--- src/rtl/bcd_countdown_timer.sv ---
// Loadable BCD down-counter with IDLE/RUN/PAUSED/EXPIRED control; all outputs registered, 1-cycle latency.
// No backpressure: every input is sampled each clk edge with priority reset > load > pause > start > tick.
module bcd_countdown_timer #(
    parameter  int DIGITS = 3,
    localparam int W      = 4 * DIGITS
) (
    input  logic         clk,
    input  logic         reset,
    input  logic         tick,
    input  logic         load,
    input  logic [W-1:0] load_val,
    input  logic         start,
    input  logic         pause,
    output logic [W-1:0] q,
    output logic         running,
    output logic         done,
    output logic         load_err
);

    typedef enum logic [1:0] {
        S_IDLE    = 2'd0,
        S_RUN     = 2'd1,
        S_PAUSED  = 2'd2,
        S_EXPIRED = 2'd3
    } state_t;

    state_t       state_q, state_d;
    logic [W-1:0] q_q, q_d;
    logic         running_q, running_d;
    logic         done_q, done_d;
    logic         load_err_q, load_err_d;

    logic load_valid;
    logic q_zero, q_one;
    logic do_load, bad_load, do_pause, do_start, do_tick;

    // Ripple-borrow decrement; only called when the count is nonzero.
    function automatic logic [W-1:0] bcd_dec(input logic [W-1:0] v);
        logic [W-1:0] r;
        logic         borrow;
        r      = v;
        borrow = 1'b1;
        for (int i = 0; i < DIGITS; i++) begin
            if (borrow) begin
                if (v[4*i +: 4] == 4'd0) begin
                    r[4*i +: 4] = 4'd9;
                end else begin
                    r[4*i +: 4] = v[4*i +: 4] - 4'd1;
                    borrow      = 1'b0;
                end
            end
        end
        return r;
    endfunction

    always_comb begin
        load_valid = 1'b1;
        for (int i = 0; i < DIGITS; i++) begin
            if (load_val[4*i +: 4] > 4'd9) load_valid = 1'b0;
        end
    end

    assign q_zero   = (q_q == '0);
    assign q_one    = (q_q == W'(1));
    assign do_load  = load && load_valid;
    assign bad_load = load && !load_valid;
    assign do_pause = !load && pause && (state_q == S_RUN);
    assign do_start = !load && start && ((state_q == S_IDLE) || (state_q == S_PAUSED));
    assign do_tick  = !load && !do_pause && tick && (state_q == S_RUN) && !q_zero;

    always_ff @(posedge clk) begin
        if (reset) state_q <= S_IDLE;
        else       state_q <= state_d;
    end

    always_comb begin
        state_d = state_q;
        if (do_load) begin
            state_d = S_IDLE;
        end else if (do_pause) begin
            state_d = S_PAUSED;
        end else if (do_start) begin
            state_d = q_zero ? S_EXPIRED : S_RUN;
        end else if (do_tick && q_one) begin
            state_d = S_EXPIRED;
        end
    end

    always_comb begin
        q_d        = q_q;
        done_d     = 1'b0;
        load_err_d = bad_load;
        if (do_load) begin
            q_d = load_val;
        end else if (do_start) begin
            done_d = q_zero;
        end else if (do_tick) begin
            q_d    = bcd_dec(q_q);
            done_d = q_one;
        end
        running_d = (state_d == S_RUN);
    end

    always_ff @(posedge clk) begin
        if (reset) begin
            q_q        <= '0;
            running_q  <= 1'b0;
            done_q     <= 1'b0;
            load_err_q <= 1'b0;
        end else begin
            q_q        <= q_d;
            running_q  <= running_d;
            done_q     <= done_d;
            load_err_q <= load_err_d;
        end
    end

    assign q        = q_q;
    assign running  = running_q;
    assign done     = done_q;
    assign load_err = load_err_q;

endmodule

--- config.mk ---
export PLATFORM = sky130hd
export DESIGN_NAME = bcd_countdown_timer
export DESIGN_NICKNAME = d
export VERILOG_FILES = /design/src/rtl/bcd_countdown_timer.sv
export SDC_FILE = /design/constraint.sdc
export NUM_CORES = 1
export LEC_CHECK = 0
export BUFFER_PORTS_ARGS = -buffer_cell sky130_fd_sc_hd__buf_4
export CORE_ASPECT_RATIO = 0.8
export CORE_MARGIN = 3
export CORE_UTILIZATION = 45
export DETAILED_ROUTE_END_ITERATION = 7
export PLACE_DENSITY = 0.73
export SLEW_MARGIN = 20
export SYNTH_ARGS = -nofsm -noshare
export SYNTH_HDL_FRONTEND = slang
export SYNTH_SLANG_ARGS = --single-unit
--- constraint.sdc ---
create_clock -name clk -period 1.88 [get_ports clk]
set_input_delay 0.282 -clock clk [delete_from_list [all_inputs] [get_ports clk]]
set_output_delay 0.282 -clock clk [all_outputs]
set_load 0.1 [all_outputs]
[Word level (Yosys, flattened, before mapping)]
Index checks and enable logic that the tools add are counted.
Cells by class
  $add $sub $neg: 3
  magnitude comparators: 3
  eq/ne operators: 5
  multiplexer cells: 27
  reductions and logical operators: 28
Operators with widths (number)
  $mux W12: 3
  $mux W4: 5
  $mux W1: 14
  $eq A12 B1 Y1 const B: 1
  $gt A4 B4 Y1 const B: 3
  $logic_not A12 Y1: 1
  $logic_not A4 Y1: 3
  $sub A4 B1 Y4 const B: 3
  $logic_and A1 B1 Y1: 11
  $mux W2: 5
  $reduce_and A3 Y1: 2
  $reduce_bool A2 Y1: 3
  $eq A2 B1 Y1 const B: 2
  $logic_not A1 Y1: 4
  $eq A2 B2 Y1 const B: 1
  $logic_not A2 Y1: 1
  $ne A2 B2 Y1 const B: 1
  $reduce_and A2 Y1: 1
  $reduce_or A2 Y1: 1
  $logic_or A1 B1 Y1: 1
Word-level totals
  flip-flop bits (word level): 17

[Logic depth before layout (Yosys ltp)]
Gate-level depths: netlist of the first run.
  depth after elaboration: 19
  gate-level depth with buffers: 5
  depth with buffers taken out: 5

[Worst setup path before layout of the first run]
No wires, ideal clock.
  path type: register to register
  start: register q_q[0] (netlist: q[0])
  end: register q_q[11] (netlist: q[11])
  data arrival time: 1.905 ns
  setup slack: -0.157 ns
  cell stages (with the launch flop): 6
  clock period less this slack: 2.037 ns
  cell sequence: dfxtp_1 > nor4b_4 > nand4_4 > or4_1 > nand3_1 > a21oi_1
Between the ends
  cells in the longest elaborated chain, start to end: 11
Ends and longest elaborated chain
  from (decl): RTL line 28  | logic [W-1:0] q_q, q_d;
  from (signal assigned): RTL line 111  | q_q <= q_d;
  $logic_not A4 Y1: RTL line 45  | if (v[4*i +: 4] == 4'd0) begin
  $mux W1: RTL line 45
  $mux W1: RTL line 97  | end else if (do_tick) begin
  $mux W1: RTL line 95  | end else if (do_start) begin
  $mux W1: RTL line 93  | if (do_load) begin
  $mux W1: RTL line 44  | if (borrow) begin
  $mux W1: RTL line 97
  $mux W1: RTL line 95
  $mux W1: RTL line 93
  $reduce_bool A2 Y1 (no line)
  $reduce_and A3 Y1 (no line) (*)
Every way passes the cells marked *; elsewhere a longest branch is shown, timed or not. The select of a mux whose other input is x is not followed.
A chain may end at the register's enable or synchronous reset.

[Worst setup path in the final report of the first run]
  start: register q_q[0] (netlist: q[0])
  end: register q_q[9] (netlist: q[9])
The elaborated chain is that of the path after synthesis.

==> run metrics, run 1 <==
status finished clean; Total Wirelength 2460 µm; HPWL after DPL 1890 µm; global route overflow 0; DRT iter0 DRCs 30; crit path DAT 1.94 ns; area of the multi-input gates 583 µm²; Worst setup EP type flop; Switching Fraction 39.9%; Root Buffer clkbuf_4; Synth top area share 35.8%; Post-CTS Setup Repair Bufs 0; cell area after synthesis 950 µm²; Setup Viol. Count Final 0; DRT Pass-1 Iters 4; core area 1940 µm²; Bufs and invs on worst path 0; critical-path cell list nor4b_4 -> nand4_4 -> or4_1 -> a21oi_1 -> a21o_1; area leader, netlist dfxtp_1; Avg Cell Area, Syn 8.12 µm²; maximum clock frequency 591 MHz; number of global-route vias before repair 840; FP Rows 14; Synth Register Bits 17; setup TNS 0 ns; family with the most delay on the worst path simple AND/OR/NAND/NOR gates; Leak 0.492 nW; clock network power share 22.5%; I/O pins 33; Primary FF master, synth dfxtp_1; top area cells in the synthesized netlist dfxtp_1 (36%), nor2_1 (6.3%), o21ai_0 (4.7%), nor3_1 (4.2%), a211oi_1 (4.0%); Post-synth EDFFs 0; post-CTS sizing 0; CTS tree done; largest net degree at the start of global routing 16; Final ANT Viol Nets 0; Starting Density 48.8%; layout cells sized above 1 35.5%; CP max stage cell or4_1; PD cells 741 nW/µm²; Slew headroom 66.9%; vias 984; n_diodes 0; Tcrit/Tclk final 90.1%; wire per inst 14.0 µm; Worst Skew 0.000712 ns; CP max stage delay 0.43 ns; Syn Nets 135; Routability Congestion 0.841; worst setup margin 0.187 ns; Flop pwr share 44.2%; Critical Path Fanout Max 7; Setup WS pre-CTS 0.202 ns; Post-synth ARST share 0%; Int Power 0.000562 W; Post-Synthesis Cells 117; Worst-Skew Late Latency 0.30 ns; initial antenna violation count 0; Synth-to-Final Area Change 32.8%; Syn. warnings 0; Req. time, crit path 2.13 ns; clk sinks 17; peak supply drop 587 µV; Register Area 355 µm²; Gate power share 33.2%; RSZ-0062 raised after global routing no; die height 47.1 µm; H-tree levels 1; final hold vios 0; sw power 0.000373 W; Die X 57.4 µm; Clock transition at path regs 0.11 ns; HP Class primary input to flop; GRT Util Overall 19.4%; MaxCap Viol Count 0; vias per std cell 5.59; DRC errors left 0; first-pass GRT wire length 3930 µm; Final Critical Period 1.69 ns; Fill cells 172; worst slew pin tran 0.491 ns; TritonCTS Buffers 3; CTS Hold Buffers Added 0; library cells used by synthesis 36; CP Launch Type flop; Nets 171; critical path type flop to flop; most frequent cells in the layout buf_4 (33), nor2_1 (16), dfxtp_2 (12); Seq/Total Area, Yosys 35.8%; commonest non-fill, non-tap cell in the layout buf_4; Max clock buf depth 2; Final Max Tran Viols 0; Port Buf Inserts 32; die area 2700 µm²
## registers in the layout, indices dropped and copies added (netlist names)
| signal | count |
|---|---|
| running | 1 |
| load_err | 1 |
| state_q | 2 |
| q | 12 |
| done | 1 |
## worst register-to-register path: cells and delay by family (launching register included)
family           cells  cell delay, ns
AND/OR/NAND/NOR      3            1.01
flip-flops           1            0.37
AO/OA/AOI/OAI        2            0.26
## layout make-up
type,instances,share of cell area [%]
timing repair buffer,33,19.6
multi-input combinational,93,46.2
clock buffer,4,2.08
tap,24,2.38
inverter,5,1.49
sequential,17,28.2
## metrics by stage
stage	hold WS [ns]	cell area, µm²	util (%)	power [W]	instances
detailed placement	0.488	1230	63.5	0.000732	172
global route	0.161	1260	64.9	0.000980	176
global placement	0.482	1230	63.5	0.000729	172
CTS	0.174	1260	64.9	0.000938	176
floorplan	0.391	965	-	0.000644	117
finish	0.180	1260	64.9	0.000935	176
## synth_stat cells, types with 2 or more instances
| master | count |
|---|---|
| dfxtp_1 | 17 |
| nor2_1 | 16 |
| nand2_1 | 10 |
| o21ai_0 | 9 |
| nor3_1 | 8 |
| a21oi_1 | 6 |
| a211oi_1 | 5 |
| inv_1 | 5 |
| nand2b_1 | 4 |
| nand3_1 | 3 |
| nand4_1 | 3 |
| nor2b_1 | 3 |
| a31oi_1 | 2 |
| and3_1 | 2 |
| clkbuf_1 | 2 |
| or4_1 | 2 |
## power by group through the flow
stage | clock (W) | combinational [W] | sequential [W]
after global routing | 0.000232 | 0.000330 | 0.000418
after detailed placement | 0 | 0.000311 | 0.000422
after floorplan | 0 | 0.000100 | 0.000544
final | 0.000211 | 0.000311 | 0.000413
after CTS | 0.000214 | 0.000311 | 0.000413
after global placement | 0 | 0.000308 | 0.000420
## worst paths after layout
path                from  endpoint  depth (start not counted)  slack, ns
max                 q[0]      q[9]                          5       0.19
min          load_val[9]      q[9]                          2       0.18
max reg2reg         q[0]      q[9]                          5       0.19
min reg2reg        q[11]     q[11]                          2       0.50
## metal layers
metal	global-route usage (%)	wire (µm)	up-vias
li1	-	-	506
met1	25.2	1200	439
met2	29.5	1020	33
met3	7.97	200	6
met4	6.94	40	0
met5	0	0	-
## kinds of logic after synthesis
family | Yosys count | synth area share, %
AND/OR/NAND/NOR | 60 | 38.3
XOR/XNOR | 1 | 0.922
flip-flops | 17 | 35.8
buffers and inverters | 7 | 2.77
AO/OA/AOI/OAI | 30 | 19.9
multiplexers | 2 | 2.24
(Power assumes the default switching activity.)
==> run 2, diff against run 1 <==
--- a/config.mk
+++ b/config.mk
@@ -8,10 +8,9 @@
 export BUFFER_PORTS_ARGS = -buffer_cell sky130_fd_sc_hd__buf_4
 export CORE_ASPECT_RATIO = 0.8
 export CORE_MARGIN = 3
-export CORE_UTILIZATION = 45
+export CORE_UTILIZATION = 48
 export DETAILED_ROUTE_END_ITERATION = 7
-export PLACE_DENSITY = 0.73
-export SLEW_MARGIN = 20
+export PLACE_DENSITY = 0.77
 export SYNTH_ARGS = -nofsm -noshare
 export SYNTH_HDL_FRONTEND = slang
 export SYNTH_SLANG_ARGS = --single-unit
==> run metrics, run 2 (same netlist as run 1, synthesis figures left out) <==
Root Buffer clkbuf_4; HP Start load_val[10]; FF-to-FF End q[9]; post-CTS sizing 0; initial antenna violation count 0; Hold Path End q[10]; Setup Viol. Count Final 0; most frequent cells in the layout buf_4 (33), nor2_1 (16), dfxtp_2 (12); RSZ-0062 raised after global routing no; Worst-Skew Late Latency 0.30 ns; Total Wirelength 2580 µm; global route overflow 0; number of global-route vias before repair 921; Port Buf Inserts 32; maximum clock frequency 575 MHz; crit path DAT 1.99 ns; critical-path cell list nor4b_4 -> nand4_4 -> or4_1 -> a21oi_1 -> a21o_1; Crit path depth 5; Slew headroom 65.1%; Final Max Tran Viols 0; Routability Congestion 0.843; HP Class primary input to flop; final hold vios 0; H-tree levels 1; Leak 0.495 nW; worst slew pin tran 0.520 ns; setup TNS 0 ns; Final ANT Viol Nets 0; Bufs and invs on worst path 0; Register Area 355 µm²; GRT Util Overall 21.8%; vias 1,016; n_diodes 0; flop2flop setup slack 0.14 ns; Fill cells 137; Synth-to-Final Area Change 32.7%; Tcrit/Tclk final 92.5%; CTS tree done; Clock transition at path regs 0.10 ns; commonest non-fill, non-tap cell in the layout buf_4; HPWL after DPL 1990 µm; DRT Pass-1 Iters 4; area of the multi-input gates 583 µm²; Die X 55.7 µm; MaxCap Viol Count 0; Post-CTS Setup Repair Bufs 0; Reg2Reg Launch Point q[0]; largest net degree at the start of global routing 16; I/O pins 33; family with the most delay on the worst path simple AND/OR/NAND/NOR gates; layout cells sized above 1 36.2%; peak supply drop 452 µV; Nets 171; core area 1740 µm²; reg2reg path depth 5; total power 0.000930 W; Layout Utilization 72.4%; FP Rows 13; CP max stage delay 0.44 ns; clk sinks 17; Req. time, crit path 2.13 ns; max FFs per register 12; first-pass GRT wire length 4130 µm; Critical Path Fanout Max 7; wire per inst 14.8 µm; CP max stage cell or4_1; PD cells 738 nW/µm²; Worst setup EP type flop; vias per std cell 5.84; Starting Density 54.6%; DRC errors left 0; Final Critical Period 1.74 ns; Max clock buf depth 2; CTS Hold Buffers Added 0; CP Launch Type flop; die height 45.8 µm; Worst Skew 0.00773 ns; TritonCTS Buffers 3; status finished clean; die area 2550 µm²; DRT iter0 DRCs 20; hold-critical path depth 3; critical path type flop to flop
## run 2: cell count changes in the layout (fill, tap and decap cells not counted), sizes merged
cell,previous run,this run
clkbuf,4,3
clkinv,0,1
## run 2: worst min-delay path: stages
cell	delay [ns]
buf_4	0.09
nand2_1	0.04
o21ai_0	0.06
## run 2: metrics by stage
| step | hold WS [ns] | area [µm²] | cells | setup slack, ns |
|---|---|---|---|---|
| 2_1_floorplan | 0.391 | 965 | 117 | 0.0929 |
| 3_3_place_gp | 0.481 | 1230 | 170 | 0.242 |
| 3_5_place_dp | 0.482 | 1230 | 170 | 0.153 |
| 4_1_cts | 0.175 | 1260 | 174 | 0.136 |
| 5_1_grt | 0.169 | 1260 | 174 | 0.0587 |
| 6_report | 0.185 | 1260 | 174 | 0.141 |
## run 2: power breakdown
| part | leakage (nW) | internal [W] | switching (W) | total, W |
|---|---|---|---|---|
| combinational | 0.333 | 0.0000952 | 0.000218 | 0.000313 |
| clock | 0.0177 | 0.0000795 | 0.000123 | 0.000203 |
| sequential | 0.144 | 0.000384 | 0.0000301 | 0.000414 |
| total | 0.495 | 0.000559 | 0.000372 | 0.000930 |
## run 2: how the worst max path moves through the flow
stage                       to       start  slack [ns]
final                     q[9]        q[0]        0.14
after global routing      q[9]  state_q[1]        0.06
after floorplan           q[9]        q[0]        0.09
after CTS                 q[9]        q[0]        0.14
after global placement    q[9]       pause        0.24
after detailed placement  q[9]       pause        0.15
## run 2: area by class of cell
cell class / count / share of cell area (%)
Tap cell: 22 / 2.18
Clock buffer: 3 / 1.79
Multi-Input combinational cell: 93 / 46.3
Timing Repair Buffer: 33 / 19.7
Inverter: 5 / 1.49
Sequential cell: 17 / 28.2
Clock inverter: 1 / 0.397
## run 2: routing by layer
metal  vias to the layer above  part of all wire (%)  global-route usage, %
li1                        509                     -                      -
met1                       470                    47                   25.6
met2                        32                    45                   37.3
met3                         5                   6.4                   6.80
met4                         0                   1.6                   10.2
met5                         -                     0                      0
==> run 3, diff against run 2 <==
--- a/config.mk
+++ b/config.mk
@@ -10,7 +10,7 @@
 export CORE_MARGIN = 3
 export CORE_UTILIZATION = 48
 export DETAILED_ROUTE_END_ITERATION = 7
-export PLACE_DENSITY = 0.77
+export PLACE_DENSITY = 0.78
 export SYNTH_ARGS = -nofsm -noshare
 export SYNTH_HDL_FRONTEND = slang
 export SYNTH_SLANG_ARGS = --single-unit
==> run metrics, run 3 (same netlist as run 1, synthesis figures left out) <==
Layout Utilization 72.3%; Critical Path Fanout Max 7; Setup Viol. Count Final 0; GRT Util Overall 22.0%; Routability Congestion 0.844; worst setup margin 0.121 ns; Worst setup EP type flop; final hold vios 0; MaxCap Viol Count 0; DRC errors left 0; DRT iter0 DRCs 39; initial antenna violation count 0; die height 45.8 µm; Post-CTS Setup Repair Bufs 0; CTS tree done; Starting Density 54.6%; first-pass GRT wire length 4240 µm; CTS Hold Buffers Added 0; critical path type flop to flop; setup TNS 0 ns; vias per std cell 5.87; clock network power share 21.8%; Die X 55.7 µm; Root Buffer clkbuf_4; I/O pins 33; Gate power share 33.7%; wire per inst 14.8 µm; core area 1740 µm²; max FFs per register 12; Final Critical Period 1.76 ns; Final ANT Viol Nets 0; Worst Skew 0.00241 ns; most frequent cells in the layout buf_4 (33), nor2_1 (16), dfxtp_2 (12); Worst-Skew Late Latency 0.30 ns; critical-path cell list nor4b_4 -> nand4_4 -> or4_1 -> a21oi_1 -> a21o_1; Synth-to-Final Area Change 32.5%; number of global-route vias before repair 925; flop2flop setup slack 0.12 ns; sw power 0.000368 W; crit path DAT 2.00 ns; Int Power 0.000562 W; vias 1,021; DRT Pass-1 Iters 4; global route overflow 0; Flop pwr share 44.5%; CP max stage delay 0.44 ns; PD cells 739 nW/µm²; total power 0.000930 W; FP Rows 13; largest net degree at the start of global routing 16; H-tree levels 1; CP max stage cell or4_1; layout cells sized above 1 35.5%; n_diodes 0; Clock transition at path regs 0.10 ns; Port Buf Inserts 32; Final Max Tran Viols 0; Max clock buf depth 2; commonest non-fill, non-tap cell in the layout buf_4; maximum clock frequency 569 MHz; peak supply drop 478 µV; Leak 0.492 nW; Slew headroom 68.1%; Tcrit/Tclk final 93.5%; die area 2550 µm²; CP Launch Type flop; Setup WS pre-CTS 0.166 ns; status finished clean; Req. time, crit path 2.12 ns; worst slew pin tran 0.474 ns; post-CTS sizing 0; TritonCTS Buffers 3; clk sinks 17; Switching Fraction 39.6%; HPWL after DPL 2010 µm; Total Wirelength 2580 µm; HP Class primary input to flop; RSZ-0062 raised after global routing no; Nets 171
==> run 3: changes by cell type in the layout (fill, tap and decap cells not counted), sizes merged <==
| cell | delta |
|---|---|
| clkinv | -1 |
| clkbuf | +1 |
==> run 3: path summary, 6_finish.rpt <==
| check | endpoint | cells past startpoint | startpoint |
|---|---|---|---|
| setup / recovery | q[9] | 5 | state_q[0] |
| setup reg to reg | q[9] | 5 | state_q[0] |
| hold reg to reg | q[11] | 2 | q[11] |
| hold / removal | q[10] | 3 | load_val[10] |
==> run 3: stage by stage <==
stage | instances | area [µm²] | hold slack, ns
final | 174 | 1260 | 0.185
after global routing | 174 | 1260 | 0.188
after CTS | 174 | 1260 | 0.183
after detailed placement | 170 | 1230 | 0.494
after global placement | 170 | 1230 | 0.481
after floorplan | 117 | 965 | 0.391
==> run 3: layout make-up <==
class,count,area (µm²)
multi-input combinational,93,583
fill,147,482
timing repair buffer,33,248
tap,22,27.5
clock buffer,4,26.3
sequential,17,355
inverter,5,18.8
==> run 3: critical path: cells and delay by family, from the launching register on <==
kind,cells,cell delay (ns)
flip-flops,1,0.43
AND/OR/NAND/NOR,3,0.98
AO/OA/AOI/OAI,2,0.29
==> run 3: metal layers <==
metal,vias up,global-route usage [%],part of all wire (%)
met3,4,5.67,9.0
met5,-,0,0
li1,509,-,-
met1,454,27.9,44
met2,54,37.5,46
met4,0,6.31,0.47
==> run 3: power by group through the flow <==
stage	Clock [W]	Sequential (W)	Combinational (W)
2_1_floorplan	0	0.000544	0.000100
3_3_place_gp	0	0.000420	0.000308
3_5_place_dp	0	0.000422	0.000312
4_1_cts	0.000202	0.000413	0.000313
5_1_grt	0.000216	0.000417	0.000331
6_report	0.000202	0.000414	0.000313
